## src/rtl/router_pkg.sv

```systemverilog
// Shared defaults and types for the router synchroniser slice.
// Latency: n/a (constants and typedefs only).
// Backpressure: n/a.
package router_pkg;

  localparam int ROUTER_NUM_PORTS = 3;
  localparam int ROUTER_ADDR_W    = 2;
  localparam int ROUTER_TIMEOUT   = 30;
  localparam int ROUTER_STAT_W    = 8;

  // One bit per output channel at the default port count.
  typedef logic [ROUTER_NUM_PORTS-1:0] port_mask_t;

endpackage

```

## src/rtl/router_sync_wdog.sv

```systemverilog
// Per-port stall watchdog: pulses soft_reset after TIMEOUT consecutive stalled cycles.
// Latency: pulse is registered, visible the cycle after the TIMEOUT-th stalled cycle.
// Backpressure: none; a non-stalled cycle (read or empty) restarts the count.
// Optional timeout-event counter when ROUTER_SYNC_STATS_EN is defined.
module router_sync_wdog
  import router_pkg::*;
#(
  parameter int TIMEOUT = ROUTER_TIMEOUT
`ifdef ROUTER_SYNC_STATS_EN
  , parameter int STAT_W = ROUTER_STAT_W
`endif
) (
  input  logic              clock,
  input  logic              reset,
  input  logic              stall,
  output logic              soft_reset
`ifdef ROUTER_SYNC_STATS_EN
  , input  logic              stat_clr
  , output logic [STAT_W-1:0] stat_cnt
`endif
);

  localparam int CW = $clog2(TIMEOUT + 1);
  localparam logic [CW-1:0] LAST = CW'(TIMEOUT - 1);

  logic [CW-1:0] cnt;

  // Count consecutive stalled cycles; fire a single-cycle pulse and restart at the limit.
  always_ff @(posedge clock) begin
    if (reset) begin
      cnt        <= '0;
      soft_reset <= 1'b0;
    end else if (stall) begin
      if (cnt == LAST) begin
        cnt        <= '0;
        soft_reset <= 1'b1;
      end else begin
        cnt        <= cnt + 1'b1;
        soft_reset <= 1'b0;
      end
    end else begin
      cnt        <= '0;
      soft_reset <= 1'b0;
    end
  end

`ifdef ROUTER_SYNC_STATS_EN
  // Saturating count of visible soft_reset pulses; clear has priority over a pulse.
  always_ff @(posedge clock) begin
    if (reset || stat_clr) begin
      stat_cnt <= '0;
    end else if (soft_reset && (stat_cnt != '1)) begin
      stat_cnt <= stat_cnt + 1'b1;
    end
  end
`endif

endmodule

```

## src/rtl/router_sync_ctrl.sv

```systemverilog
// Router synchroniser: latches destination, steers one-hot FIFO writes, muxes full, runs watchdogs.
// Latency: write_enb/fifo_full/vld_out combinational; addr_err and soft_reset registered.
// Backpressure: fifo_full of the selected FIFO stalls the FSM; bad destinations drop, never stall.
// Optional macro ROUTER_SYNC_STATS_EN adds stat_clr / stat_timeouts per-port timeout counters.
module router_sync_ctrl
  import router_pkg::*;
#(
  parameter int NUM_PORTS = ROUTER_NUM_PORTS,
  parameter int ADDR_W    = ROUTER_ADDR_W,
  parameter int TIMEOUT   = ROUTER_TIMEOUT
`ifdef ROUTER_SYNC_STATS_EN
  , parameter int STAT_W  = ROUTER_STAT_W
`endif
) (
  input  logic                 clock,
  input  logic                 reset,
  input  logic                 detect_add,
  input  logic [ADDR_W-1:0]    data_in,
  input  logic                 write_enb_reg,
  input  logic [NUM_PORTS-1:0] read_enb,
  input  logic [NUM_PORTS-1:0] empty,
  input  logic [NUM_PORTS-1:0] full,
  output logic [NUM_PORTS-1:0] vld_out,
  output logic [NUM_PORTS-1:0] write_enb,
  output logic                 fifo_full,
  output logic [NUM_PORTS-1:0] soft_reset,
  output logic                 addr_err
`ifdef ROUTER_SYNC_STATS_EN
  , input  logic                        stat_clr
  , output logic [NUM_PORTS*STAT_W-1:0] stat_timeouts
`endif
);

  // One extra bit so NUM_PORTS == 2**ADDR_W still compares correctly.
  localparam logic [ADDR_W:0] NP = (ADDR_W + 1)'(NUM_PORTS);

  logic [ADDR_W-1:0] dest;

  assign vld_out = ~empty;

  // Destination register and range check, updated only on the header cycle.
  always_ff @(posedge clock) begin
    if (reset) begin
      dest     <= '0;
      addr_err <= 1'b0;
    end else if (detect_add) begin
      dest     <= data_in;
      addr_err <= ({1'b0, data_in} >= NP);
    end
  end

  // Decode the held destination into a one-hot write strobe and select its full flag.
  // Using the registered dest means a same-cycle header still writes to the old port.
  always_comb begin
    write_enb = '0;
    fifo_full = 1'b0;
    for (int i = 0; i < NUM_PORTS; i++) begin
      if (dest == ADDR_W'(i)) begin
        write_enb[i] = write_enb_reg & ~addr_err;
        fifo_full    = full[i] & ~addr_err;
      end
    end
  end

  genvar g;
  generate
    for (g = 0; g < NUM_PORTS; g++) begin : g_wdog
      router_sync_wdog #(
        .TIMEOUT (TIMEOUT)
`ifdef ROUTER_SYNC_STATS_EN
        , .STAT_W (STAT_W)
`endif
      ) u_wdog (
        .clock      (clock),
        .reset      (reset),
        .stall      (vld_out[g] & ~read_enb[g]),
        .soft_reset (soft_reset[g])
`ifdef ROUTER_SYNC_STATS_EN
        , .stat_clr (stat_clr)
        , .stat_cnt (stat_timeouts[g*STAT_W +: STAT_W])
`endif
      );
    end
  endgenerate

endmodule
```

## config.mk

```make
export PLATFORM = sky130hd
export DESIGN_NAME = router_sync_ctrl
export DESIGN_NICKNAME = d
export VERILOG_FILES = /design/src/rtl/router_pkg.sv /design/src/rtl/router_sync_wdog.sv /design/src/rtl/router_sync_ctrl.sv
export SDC_FILE = /design/constraint.sdc
export NUM_CORES = 1
export LEC_CHECK = 0
export ABC_CLOCK_PERIOD_IN_PS = 800
export BUFFER_PORTS_ARGS = -buffer_cell sky130_fd_sc_hd__buf_2
export CAP_MARGIN = 10
export CORE_MARGIN = 2
export CORE_UTILIZATION = 44
export CTS_CLUSTER_SIZE = 14
export DETAILED_ROUTE_END_ITERATION = 12
export GPL_TIMING_DRIVEN = 0
export PLACE_DENSITY = 0.72
export SLEW_MARGIN = 20
export SYNTH_ARGS = -nofsm -noshare
export SYNTH_HDL_FRONTEND = slang
export SYNTH_SLANG_ARGS = --single-unit
```

## constraint.sdc

```tcl
create_clock -name clock -period 0.8 [get_ports clock]
set_input_delay 0.04 -clock clock [delete_from_list [all_inputs] [get_ports clock]]
set_output_delay 0.04 -clock clock [all_outputs]
set_load 0.02 [all_outputs]
```

==> metrics.yaml <==
hold_path:
  hold_start: "read_enb[0]"
  whs_path_depth: 3
  hold_class: "primary input to flop"
  holdPathEnd: "g_wdog[0].u_wdog.soft_reset"
cells_and_area:
  area_delta_synth_final_pct: 54.4
  drive_gt1_frac: 0.547
  final_nets: 150
  post-route-util: 0.706
  diodes: 0
  fin_area_mm2: 0.00137
place:
  gp_congestion: 0.762
  placed_area_mm2: 0.00112
  dp_slack_ps: -168
  portBuffers: 25
  hpwl_mm: 1.14
timing:
  finalMaxSlewViolations: 0
  rsz0062_at_grt: "true"
  worst_pin_slew_ps: 242
  layout_setup_ws_ps: -437
  setup_violations: 23
  tns_ps: -5180
  post-route-period-util: 1.55
  slew_headroom: 0.838
  fin_skew_ps: 0.502
  timing.fmax_mhz: 808
  hold_viol_final: 0
  timing.final.crit_period_ps: 1240
worst_setup_path:
  timing.reg2reg.setup_slack_ps: -220
  critPathMaxFanout: 4
  critPathLaunchType: "flop"
  cp-end-kind: "primary output"
  crit_type: "flop to primary output"
  max_stage_delay_ps: 380
  regToRegStartpoint: "g_wdog[0].u_wdog.cnt[1]"
  r2r_cells: 5
  critPathArrivalTime_ps: 1200
  crit_path_top_delay_cell: "dfxtp_4"
  timing.rr.end: "g_wdog[0].u_wdog.soft_reset"
  crit_path_cell_trace: "buf_12 > and4bb_2 > buf_6"
  cp_data_required_time_ps: 760
status:
  status: "finished with violations"
  failed_checks: "negative setup slack"
pwr:
  finalPower_uw: 1800
  p_leak_uw: 0.000523
  ir_worst_vdd_mv: 0.922
  power.density_mw_per_mm2: 1320
detailed_routing:
  first_pass_iters: 4
  routed_wl_mm: 1.87
  num_vias: 754
  wl_per_cell_um: 12.1
  viasPerCell: 4.86
  postRouteAntennaNets: 0
  first_iter_violations: 6
  drc_errors: 0
cts:
  clk_path_buf_depth: 2
  cts_tree: "yes"
  clock_latency_ps: 290
  cts.htree.levels: 1
  cts_made_buffers: 3
  cts_root_buffer: "clkbuf_4"
  clock-sinks: 21
  hold_buffers: 4
  clkSlewWorstSetupHoldPaths_ps: 110
yosys:
  synth_xor_area_frac: 0.0887
  syn_nets: 113
  syn_avg_cell_area_um2: 9.66
  ys_seq_elements: 21
  seq_area_frac_synth: 0.473
  ys_warn_count: 0
  synth-adder-area-share: 0.0845
  synth_simple_gate_area_share: 0.255
  ys_types: 21
  synth_compound_area_frac: 0.0141
  syn-cell-area_um2: 888
  synth_cells: 92
  synth_top_family_by_area: "simple AND/OR/NAND/NOR gates"
  synth.area.mux_share: 0.0338
die:
  die_area_mm2: 0.00239
  die_h_um: 48.9
  rows: 16
  placeableCoreArea_mm2: 0.00194
  io_pins: 26
  die_width_um: 48.9
  initial_utilization: 0.457
grt:
  grt_max_degree: 12
  grt.total_usage: 0.162
  antenna_found_initial: 0
  grt_pass1_vias: 673
  grt_pass1_wl_mm: 3.03
  grt_overflow_total: 0
flow_run:
  cap_violations: 0
per-stage QoR:
step / hold WS [ps] / cells
final: 12.7 / 155
after global routing: -5.47 / 155
after CTS: 8.74 / 153
after detailed placement: 305 / 144
after global placement: 298 / 144
after floorplan: 102 / 92
area by class of cell:
type | instances | area, um2
sequential | 21 | 455
tap | 27 | 33.8
clock buffer | 4 | 26.3
timing repair buffer | 35 | 285
fill | 145 | 571
inverter | 6 | 25.0
multi-input combinational | 62 | 546
metal layers:
layer,global-route usage,part of all wire,up-vias
li1,-,-,377
met1,0.199,0.42,350
met2,0.267,0.53,25
met3,0.0399,0.047,2
met4,0.0714,0.0070,0
met5,0,0,-
synth_stat cells:
cell	count	area share
mux2i_1	3	0.034
ha_1	6	0.085
nand4_1	3	0.021
nand2b_1	1	0.0070
nor3_1	1	0.0056
nor2b_1	3	0.021
nand2_1	2	0.0085
xnor2_1	3	0.030
a21oi_1	1	0.0056
nor4b_1	1	0.0099
nor3_2	2	0.023
and4bb_2	2	0.028
xor2_1	6	0.059
buf_4	3	0.025
nand3_1	7	0.039
o21a_1	1	0.0085
nor2_1	18	0.076
dfxtp_1	21	0.47
inv_1	6	0.025
nand2_2	1	0.0070
nand3b_1	1	0.0085
where the power goes:
part / total, uW / leakage [uW] / switching (uW) / internal (uW)
logic: 248 / 0.000330 / 111 / 136
clock network: 484 / 0.0000150 / 290 / 194
registers: 1070 / 0.000178 / 29.2 / 1040
repair_timing:
item / CTS / global route
buffers inserted: 4 / 2
endpoints found under the setup margin: 26 / 26
resized for setup: 33 / 11
endpoints found under the hold margin: 2 / 2
pin swaps: 8 / 9
critical path, delay by kind of cell (launching register included):
family,cells,cell delay [ps]
buffers and inverters,2,250
AND/OR/NAND/NOR,1,290
flip-flops,1,380
layout by cell type (no fill, tap or decap), types with 4 or more instances in the layout:
master         count
nor2_2             4
dfxtp_4            8
xor2_1             6
buf_6              8
buf_4              4
nor2_1            13
dfxtp_2            4
dlygate4sd3_1      4
buf_2             17
dfxtp_1            9
ha_4               6
nand3_1            5
registers in the layout (all words and copies together), names as in the netlist:
name / count
dest: 2
addr_err: 1
g_wdog.u_wdog.soft_reset: 3
g_wdog.u_wdog.cnt: 15
cells by family (layout without fill, tap and decap cells):
| group | after synthesis | count (layout) |
|---|---|---|
| AND/OR/NAND/NOR | 42 | 42 |
| flip-flops | 21 | 21 |
| XOR/XNOR | 9 | 9 |
| buffers and inverters | 9 | 45 |
| adder cells (fa/ha/maj) | 6 | 6 |
| multiplexers | 3 | 3 |
| AO/OA/AOI/OAI | 2 | 2 |
worst max-delay path by stage:
stage                                        from                       to  slack, ps  cells after the start
after floorplan           g_wdog[0].u_wdog.cnt[0]  g_wdog[0].u_wdog.cnt[4]        -70                      4
after global placement                    dest[0]                fifo_full       -150                      4
after detailed placement                  dest[0]                fifo_full       -170                      4
after CTS                                 dest[0]                fifo_full       -460                      4
after global routing                      dest[0]                fifo_full       -520                      4
final                                     dest[0]             write_enb[2]       -440                      3
Power figures use the tool's default switching activity.
